==> config.mk <==
export PLATFORM = sky130hd
export DESIGN_NAME = equiv_check_sequencer
export DESIGN_NICKNAME = d
export VERILOG_FILES = /design/src/rtl/equiv_check_pkg.sv /design/src/rtl/equiv_lfsr.sv /design/src/rtl/equiv_check_sequencer.sv
export SDC_FILE = /design/constraint.sdc
export NUM_CORES = 1
export LEC_CHECK = 0
export CAP_MARGIN = 20
export CORE_UTILIZATION = 55
export CTS_CLUSTER_DIAMETER = 80
export DETAILED_ROUTE_END_ITERATION = 8
export HOLD_SLACK_MARGIN = 0.03
export PLACE_DENSITY_LB_ADDON = 0.15
export SLEW_MARGIN = 5
export SYNTH_ARGS = -nofsm -noshare
export SYNTH_HDL_FRONTEND = slang
export SYNTH_HIERARCHICAL = 1
export SYNTH_SLANG_ARGS = --single-unit
==> constraint.sdc <==
create_clock -name clk -period 3.8 [get_ports clk]
set_input_delay 0.38 -clock clk [delete_from_list [all_inputs] [get_ports clk]]
set_output_delay 0.38 -clock clk [all_outputs]
set_load 0.01 [all_outputs]
==> src/rtl/equiv_check_pkg.sv <==
// Shared types and helpers for the equivalence-check sequencer.
// Contents: state_t FSM encoding, LFSR polynomial, counter width,
//           walking-ones successor and Galois LFSR step functions.
package equiv_check_pkg;

    typedef enum logic [1:0] {
        IDLE = 2'd0,
        WALK = 2'd1,
        RAND = 2'd2,
        DONE = 2'd3
    } state_t;

    localparam logic [31:0] LFSR_POLY = 32'h8020_0003;
    localparam int          CNT_W     = 16;

    // Walking-ones ramp successor: shift left and fill with a one.
    // Works on a 32-bit container so any WIDTH in 1..32 can slice the result.
    function automatic logic [31:0] next_walk(input logic [31:0] stim);
        return {stim[30:0], 1'b1};
    endfunction

    // One step of a right-shifting Galois LFSR.
    function automatic logic [31:0] lfsr_step(input logic [31:0] x);
        return x[0] ? ((x >> 1) ^ LFSR_POLY) : (x >> 1);
    endfunction

endpackage

==> src/rtl/equiv_lfsr.sv <==
// 32-bit Galois LFSR (polynomial LFSR_POLY). load has priority over step.
// Ports: clk, rst_n (async active-low), load/seed (reload), step (advance once),
//        q (current state). RESET_VAL is the value taken during reset.
module equiv_lfsr
    import equiv_check_pkg::*;
#(
    parameter logic [31:0] RESET_VAL = 32'h0000_0001
) (
    input  logic        clk,
    input  logic        rst_n,
    input  logic        load,
    input  logic [31:0] seed,
    input  logic        step,
    output logic [31:0] q
);

    always_ff @(posedge clk or negedge rst_n) begin
        if (!rst_n) begin
            q <= RESET_VAL;
        end else if (load) begin
            q <= seed;
        end else if (step) begin
            q <= lfsr_step(q);
        end
    end

endmodule

==> src/rtl/equiv_check_sequencer.sv <==
// Stimulus sequencer + self-checker for golden vs post-route netlist equivalence runs.
// Sequence: walking-ones ramp (WIDTH+1 vectors) then RAND_COUNT LFSR vectors; each
// vector is held SETTLE cycles before its compare, SETTLE+1 cycles per vector total.
// Ports: clk, rst_n, start (pulse, honoured in IDLE/DONE only), golden_b/netlist_b
//        (DUT outputs), stim (shared stimulus), busy, cmp_valid/mismatch (per compare),
//        mismatch_cnt (saturating), vec_cnt, done, pass.
// Optional macro EQUIV_FAIL_CAPTURE_EN adds first_fail_vec/idx/golden/valid, which
// latch on the first mismatching compare of a run.
module equiv_check_sequencer
    import equiv_check_pkg::*;
#(
    parameter int          WIDTH      = 8,
    parameter int          RAND_COUNT = 3000,
    parameter int          SETTLE     = 1,
    parameter logic [31:0] LFSR_SEED  = 32'h0000_0001
) (
    input  logic             clk,
    input  logic             rst_n,
    input  logic             start,
    input  logic             golden_b,
    input  logic             netlist_b,
    output logic [WIDTH-1:0] stim,
    output logic             busy,
    output logic             cmp_valid,
    output logic             mismatch,
    output logic [15:0]      mismatch_cnt,
    output logic [15:0]      vec_cnt,
    output logic             done,
`ifdef EQUIV_FAIL_CAPTURE_EN
    output logic [WIDTH-1:0] first_fail_vec,
    output logic [15:0]      first_fail_idx,
    output logic [0:0]       first_fail_golden,
    output logic             first_fail_valid,
`endif
    output logic             pass
);

    // A zero seed would lock the LFSR at zero.
    localparam logic [31:0]      SEED_EFF  = (LFSR_SEED == 32'd0) ? 32'd1 : LFSR_SEED;
    localparam logic [7:0]       SETTLE_C  = 8'(SETTLE);
    localparam bit               HAS_RAND  = (RAND_COUNT != 0);
    localparam logic [CNT_W-1:0] RAND_LAST = HAS_RAND ? CNT_W'(RAND_COUNT - 1) : '0;

    state_t           state, state_nxt;
    logic [WIDTH-1:0] stim_q;
    logic [7:0]       settle_cnt;
    logic [CNT_W-1:0] vec_q;
    logic [CNT_W-1:0] mm_q;
    logic [CNT_W-1:0] rand_cnt;
    logic [31:0]      lfsr_q;
    logic [31:0]      stim_ext;
    logic [31:0]      walk_ext;
    logic [31:0]      lfsr_adv;
    logic             running;
    logic             start_acc;
    logic             cmp;
    logic             differ;
    logic             walk_last;
    logic             rand_last;
    logic             lfsr_step_en;
    logic             unused_bits;

    assign running   = (state == WALK) || (state == RAND);
    assign start_acc = start && !running;
    assign cmp       = running && (settle_cnt == SETTLE_C);
    // 4-state compare: X/Z on either side is a mismatch in simulation.
    assign differ    = (golden_b !== netlist_b);

    always_comb begin
        stim_ext              = '0;
        stim_ext[WIDTH-1:0]   = stim_q;
    end

    assign walk_ext     = next_walk(stim_ext);
    assign lfsr_adv     = lfsr_step(lfsr_q);
    // The ramp ends on the all-ones vector.
    assign walk_last    = &stim_q;
    assign rand_last    = (rand_cnt == RAND_LAST);
    // The final random compare leaves the LFSR alone so stim can hold it in DONE.
    assign lfsr_step_en = cmp && (state == RAND) && !rand_last;
    assign unused_bits  = ^{walk_ext, lfsr_adv, lfsr_q, stim_ext};

    equiv_lfsr #(
        .RESET_VAL (SEED_EFF)
    ) u_lfsr (
        .clk   (clk),
        .rst_n (rst_n),
        .load  (start_acc),
        .seed  (SEED_EFF),
        .step  (lfsr_step_en),
        .q     (lfsr_q)
    );

    // FSM state register
    always_ff @(posedge clk or negedge rst_n) begin
        if (!rst_n) begin
            state <= IDLE;
        end else begin
            state <= state_nxt;
        end
    end

    // FSM next state
    always_comb begin
        state_nxt = state;
        case (state)
            IDLE, DONE: begin
                if (start) state_nxt = WALK;
            end
            WALK: begin
                if (cmp && walk_last) state_nxt = HAS_RAND ? RAND : DONE;
            end
            RAND: begin
                if (cmp && rand_last) state_nxt = DONE;
            end
            default: state_nxt = IDLE;
        endcase
    end

    // Datapath: stimulus, settle timer and run counters
    always_ff @(posedge clk or negedge rst_n) begin
        if (!rst_n) begin
            stim_q     <= '0;
            settle_cnt <= '0;
            vec_q      <= '0;
            mm_q       <= '0;
            rand_cnt   <= '0;
        end else if (start_acc) begin
            stim_q     <= '0;
            settle_cnt <= '0;
            vec_q      <= '0;
            mm_q       <= '0;
            rand_cnt   <= '0;
        end else if (running) begin
            if (cmp) begin
                settle_cnt <= '0;
                vec_q      <= vec_q + 1'b1;
                if (differ && (mm_q != '1)) mm_q <= mm_q + 1'b1;
                if (state == WALK) begin
                    if (!walk_last)    stim_q <= walk_ext[WIDTH-1:0];
                    else if (HAS_RAND) stim_q <= lfsr_q[WIDTH-1:0];
                end else begin
                    rand_cnt <= rand_cnt + 1'b1;
                    if (!rand_last) stim_q <= lfsr_adv[WIDTH-1:0];
                end
            end else begin
                settle_cnt <= settle_cnt + 1'b1;
            end
        end
    end

`ifdef EQUIV_FAIL_CAPTURE_EN
    // First-failure capture: armed by start, frozen after the first mismatch.
    always_ff @(posedge clk or negedge rst_n) begin
        if (!rst_n) begin
            first_fail_vec    <= '0;
            first_fail_idx    <= '0;
            first_fail_golden <= '0;
            first_fail_valid  <= 1'b0;
        end else if (start_acc) begin
            first_fail_vec    <= '0;
            first_fail_idx    <= '0;
            first_fail_golden <= '0;
            first_fail_valid  <= 1'b0;
        end else if (cmp && differ && !first_fail_valid) begin
            first_fail_vec    <= stim_q;
            first_fail_idx    <= vec_q;
            first_fail_golden <= golden_b;
            first_fail_valid  <= 1'b1;
        end
    end
`endif

    assign stim         = stim_q;
    assign busy         = running;
    assign cmp_valid    = cmp;
    assign mismatch     = cmp && differ;
    assign mismatch_cnt = mm_q;
    assign vec_cnt      = vec_q;
    assign done         = (state == DONE);
    assign pass         = (state == DONE) && (mm_q == '0);

endmodule

==> reports/results.txt <==
The run finished with clean final reports. Internal power comes to 2.164 mW. The number of placed instances, taps included, is 780.

For the combinational fraction of design power, the log shows 33.9%. Before CTS, the worst setup slack after placement is 460.3 ps. The most used flip-flop cell after synthesis is dfrtp_1. The total of flip-flops plus latches after synthesis came out at 98. Relative to the synthesized area, the layout overhead comes to 15.72%. The floorplan step set the die height to 102.2 um.

Routability-driven placement finished with a final weighted congestion of 0.8348. Walking the worst path, the cells encountered are inv_1 > ha_1 > or4b_1 > or3_4 > clkinv_1 > clkdlybuf4s50_1. The total number of nets in the final design came out at 673. The logs give 2.562 nW for the standby leakage power and 56.52% for the starting utilization of the core area.

Clock-pin transition on the worst setup and hold timing paths: 90 ps. Setup repair after global routing left no endpoint under its margin. The pre-antenna-repair detailed-routing pass consisted of 5 iterations. In the finished design, the share of the clock period the worst path needs comes to 95.12%. For the first-pass GRT wire length, the log shows 21420 um.

TritonCTS built the clock tree. After the flow finishes, the layout carries non-filler instances totaling 796. The worst setup path is of the reg -> out kind. The count of final max-slew check failures came out at 0.

The worst hold path belongs to the class in -> async. Summing the sequential cell areas from Yosys gives 44.42% of the chip area. STA classifies the critical path endpoint as a primary output. The number of enable-type register cells in the synthesized netlist is 0, and the setup TNS after final layout is 0 ps. Measured on the finished design, the core utilization comes to 65.40%.

The top cell type's share of synthesized area is 43.94%, and the overall fraction of global-route tracks in use is 26.27%. Cell type with the highest aggregate area in the netlist: dfrtp_1. The tools report the clock tree root driver cell as clkbuf_8.

The register-to-register setup slack is 700 ps, and the share of async-settable or async-resettable flops after synthesis is 100.0%. Of the total power, the clock network draws 21.7%. The remaining routing DRC violations was 0; the fraction of layout instances using a drive strength above 1 was 6.787%.

For the peak supply drop, the log shows 0.0002895 V. The floorplan step defined a die boundary enclosing 10450 um2. The tools report the floorplan row count as 36. The die is 102.2 um wide. The count of boundary I/O pins was 50. The clock tree synthesis step divided the H-tree into 3 levels. The type of origin of the critical path was a register.

The number of cells on the worst reg-to-reg path is 6. Yosys attributes the largest share of cell area to dfrtp_1, mux2i_1, nand2_1, o21ai_0, nand3_1. The tools report the count of mapped cells out of synthesis as 597. The total overflow left after global routing is 0. Commonest non-fill, non-tap cell in the layout: dfrtp_1. The number of warnings issued by yosys was 6; the final wirelength was 13000 um. For the final database, setup skew stands at 5.600 ps. Leaving out fill and tap cells, the most frequent cells in the layout are dfrtp_1, nand2_1, clkdlybuf4s50_1.

The number of I/O port buffers was 49. 0 antenna diodes ended up in the layout. The initial antenna violation count is 0.

Static timing analysis puts the maximum clock frequency at 276.6 MHz. Setup violations remaining at the end of the flow were counted as 0. After synthesis the cells add up to 5524 um2. Synthesis instantiated 62 different standard cells from the library. The analysis attributes to net switching a power of 1.279 mW. The via count normalized by instance count is 6.067, and the count of endpoints failing hold in the final timing report is 0.

After detailed routing, the average wire length per cell comes to 16.34 um. The logs give 4829 for the overall via count from detail_route and 36.24% for the headroom to the max-slew limit. The tool flagged a number of max-cap violations equal to 0.

Clock tree synthesis found a total of 98 sinks. For the pin with the worst max-slew slack, the measured transition is 956.4 ps. For the worst hold margin, the log shows 130.1 ps.

The slowest stage cell on the critical path was or4b_1. In this run the power density over the cells is 538.7 nW/um2. The critical path required time is 3420 ps. In this run the critical register-to-register path is captured at vec_cnt[15]. The routed design could run at a clock period as short as 3615 ps.

The share of total power consumed by net switching is 37.15%, and the count of nets left with antenna violations after detail routing is 0. The data arrival at the endpoint of the critical path came out at 3230 ps. The largest single stage delay on the critical path is 650 ps. In this run the standard cell core region covers 9774 um2. The maximum buffer depth of the clock tree is 2, and the pin count of the biggest net entering global routing is 76. Once detailed placement completed, the half-perimeter wirelength came to 8673 um. In this run the worst path has a maximum fanout of 13. For this block, the initial DRC count from the detailed router was 248.

Slack of the critical path: 185.3 ps. The number of global-route vias before repair came out at 4552. For the clock latency reported for the late side of the worst-skew pair, the log shows 370 ps. The sequential share of power was 44.4%; the mean post-synth cell area was 9.253 um2. The startpoint identified for the worst register-to-register timing path is state[0]. The tools report the number of clock buffers inserted by TritonCTS as 9.
## critical path, delay by kind of cell (launching register included)
kind          cells  cell delay, ps
flops             1             440
buf+inv           3             830
simple gates      2            1140
fa+ha+maj         1             460
## kinds of logic after synthesis
kind of cell,synth area share [%]
AND/OR/NAND/NOR,23.76
AO/OA/AOI/OAI,15.79
other,0.1360
buffers and inverters,4.485
multiplexers,7.565
XOR/XNOR,1.585
adder cells (fa/ha/maj),2.265
flip-flops,44.42
## power by group through the flow
stage | clock network, mW | logic [mW] | registers (mW)
after floorplan | 0 | 0.776 | 1.49
after global placement | 0 | 1.11 | 1.53
after detailed placement | 0 | 1.17 | 1.54
final | 0.746 | 1.17 | 1.53
after CTS | 0.764 | 1.17 | 1.53
after global routing | 0.802 | 1.31 | 1.56
## synthesized netlist by cell type, types with 5 or more instances
master     n
o211ai_1  16
mux2i_1   35
nor4_1     8
dfrtp_1   97
nor3_1     9
buf_2      7
and3_1    11
nand3_1   30
o31ai_1   11
a31oi_1    6
nand2_1   82
xnor2_1    5
o21ai_0   32
a21oi_1   29
clkbuf_1  20
or4_1     12
inv_1     11
and2_1     6
nor2_1    15
and4_1    10
xor2_1     5
mux2_2     6
or3_1     10
ha_1      10
nand4_1   20
o21ai_1   29
## per-stage QoR
| step | instance area (um2) | power [mW] |
|---|---|---|
| after CTS | 6387 | 3.460 |
| final | 6392 | 3.443 |
| after detailed placement | 6170 | 2.710 |
| after global placement | 6170 | 2.640 |
| after floorplan | 5637 | 2.268 |
| after global routing | 6392 | 3.669 |
## area by class of cell
| class | instances | area, um2 |
|---|---|---|
| Clock buffer | 10 | 137.6 |
| Multi-Input combinational cell | 479 | 2958 |
| Tap cell | 133 | 166.4 |
| Fill cell | 826 | 3382 |
| Clock inverter | 6 | 80.08 |
| Inverter | 13 | 48.80 |
| Sequential cell | 98 | 2454 |
| Timing Repair Buffer | 57 | 548.0 |
## worst max path at each step
stage / start / to / depth (start not counted)
4_1_cts: state[0] / mismatch / 6
2_1_floorplan: state[0] / vec_cnt[13] / 8
3_5_place_dp: state[0] / mismatch / 6
6_report: state[0] / mismatch / 6
3_3_place_gp: state[0] / mismatch / 6
5_1_grt: state[0] / mismatch / 6
## timing repair
action,4_1_cts,5_1_grt
resized for setup,0,1
endpoints found under the setup margin,0,1
setup buffers,0,0
hold buffers,0,0
## routing by layer
| metal | vias up | global-route usage [%] | wire length (um) |
|---|---|---|---|
| met4 | 0 | 12.42 | 285 |
| met3 | 25 | 3.420 | 638 |
| met5 | - | 0 | 0 |
| met1 | 2339 | 34.88 | 5712 |
| li1 | 2305 | - | - |
| met2 | 160 | 42.90 | 6366 |
## sequential cells by signal, indices dropped and copies added (netlist names)
signal / flops
state: 2
settle_cnt: 8
mismatch_cnt: 16
u_lfsr/q: 32
vec_cnt: 16
rand_cnt: 16
stim: 8
Power figures use the tool's default switching activity.
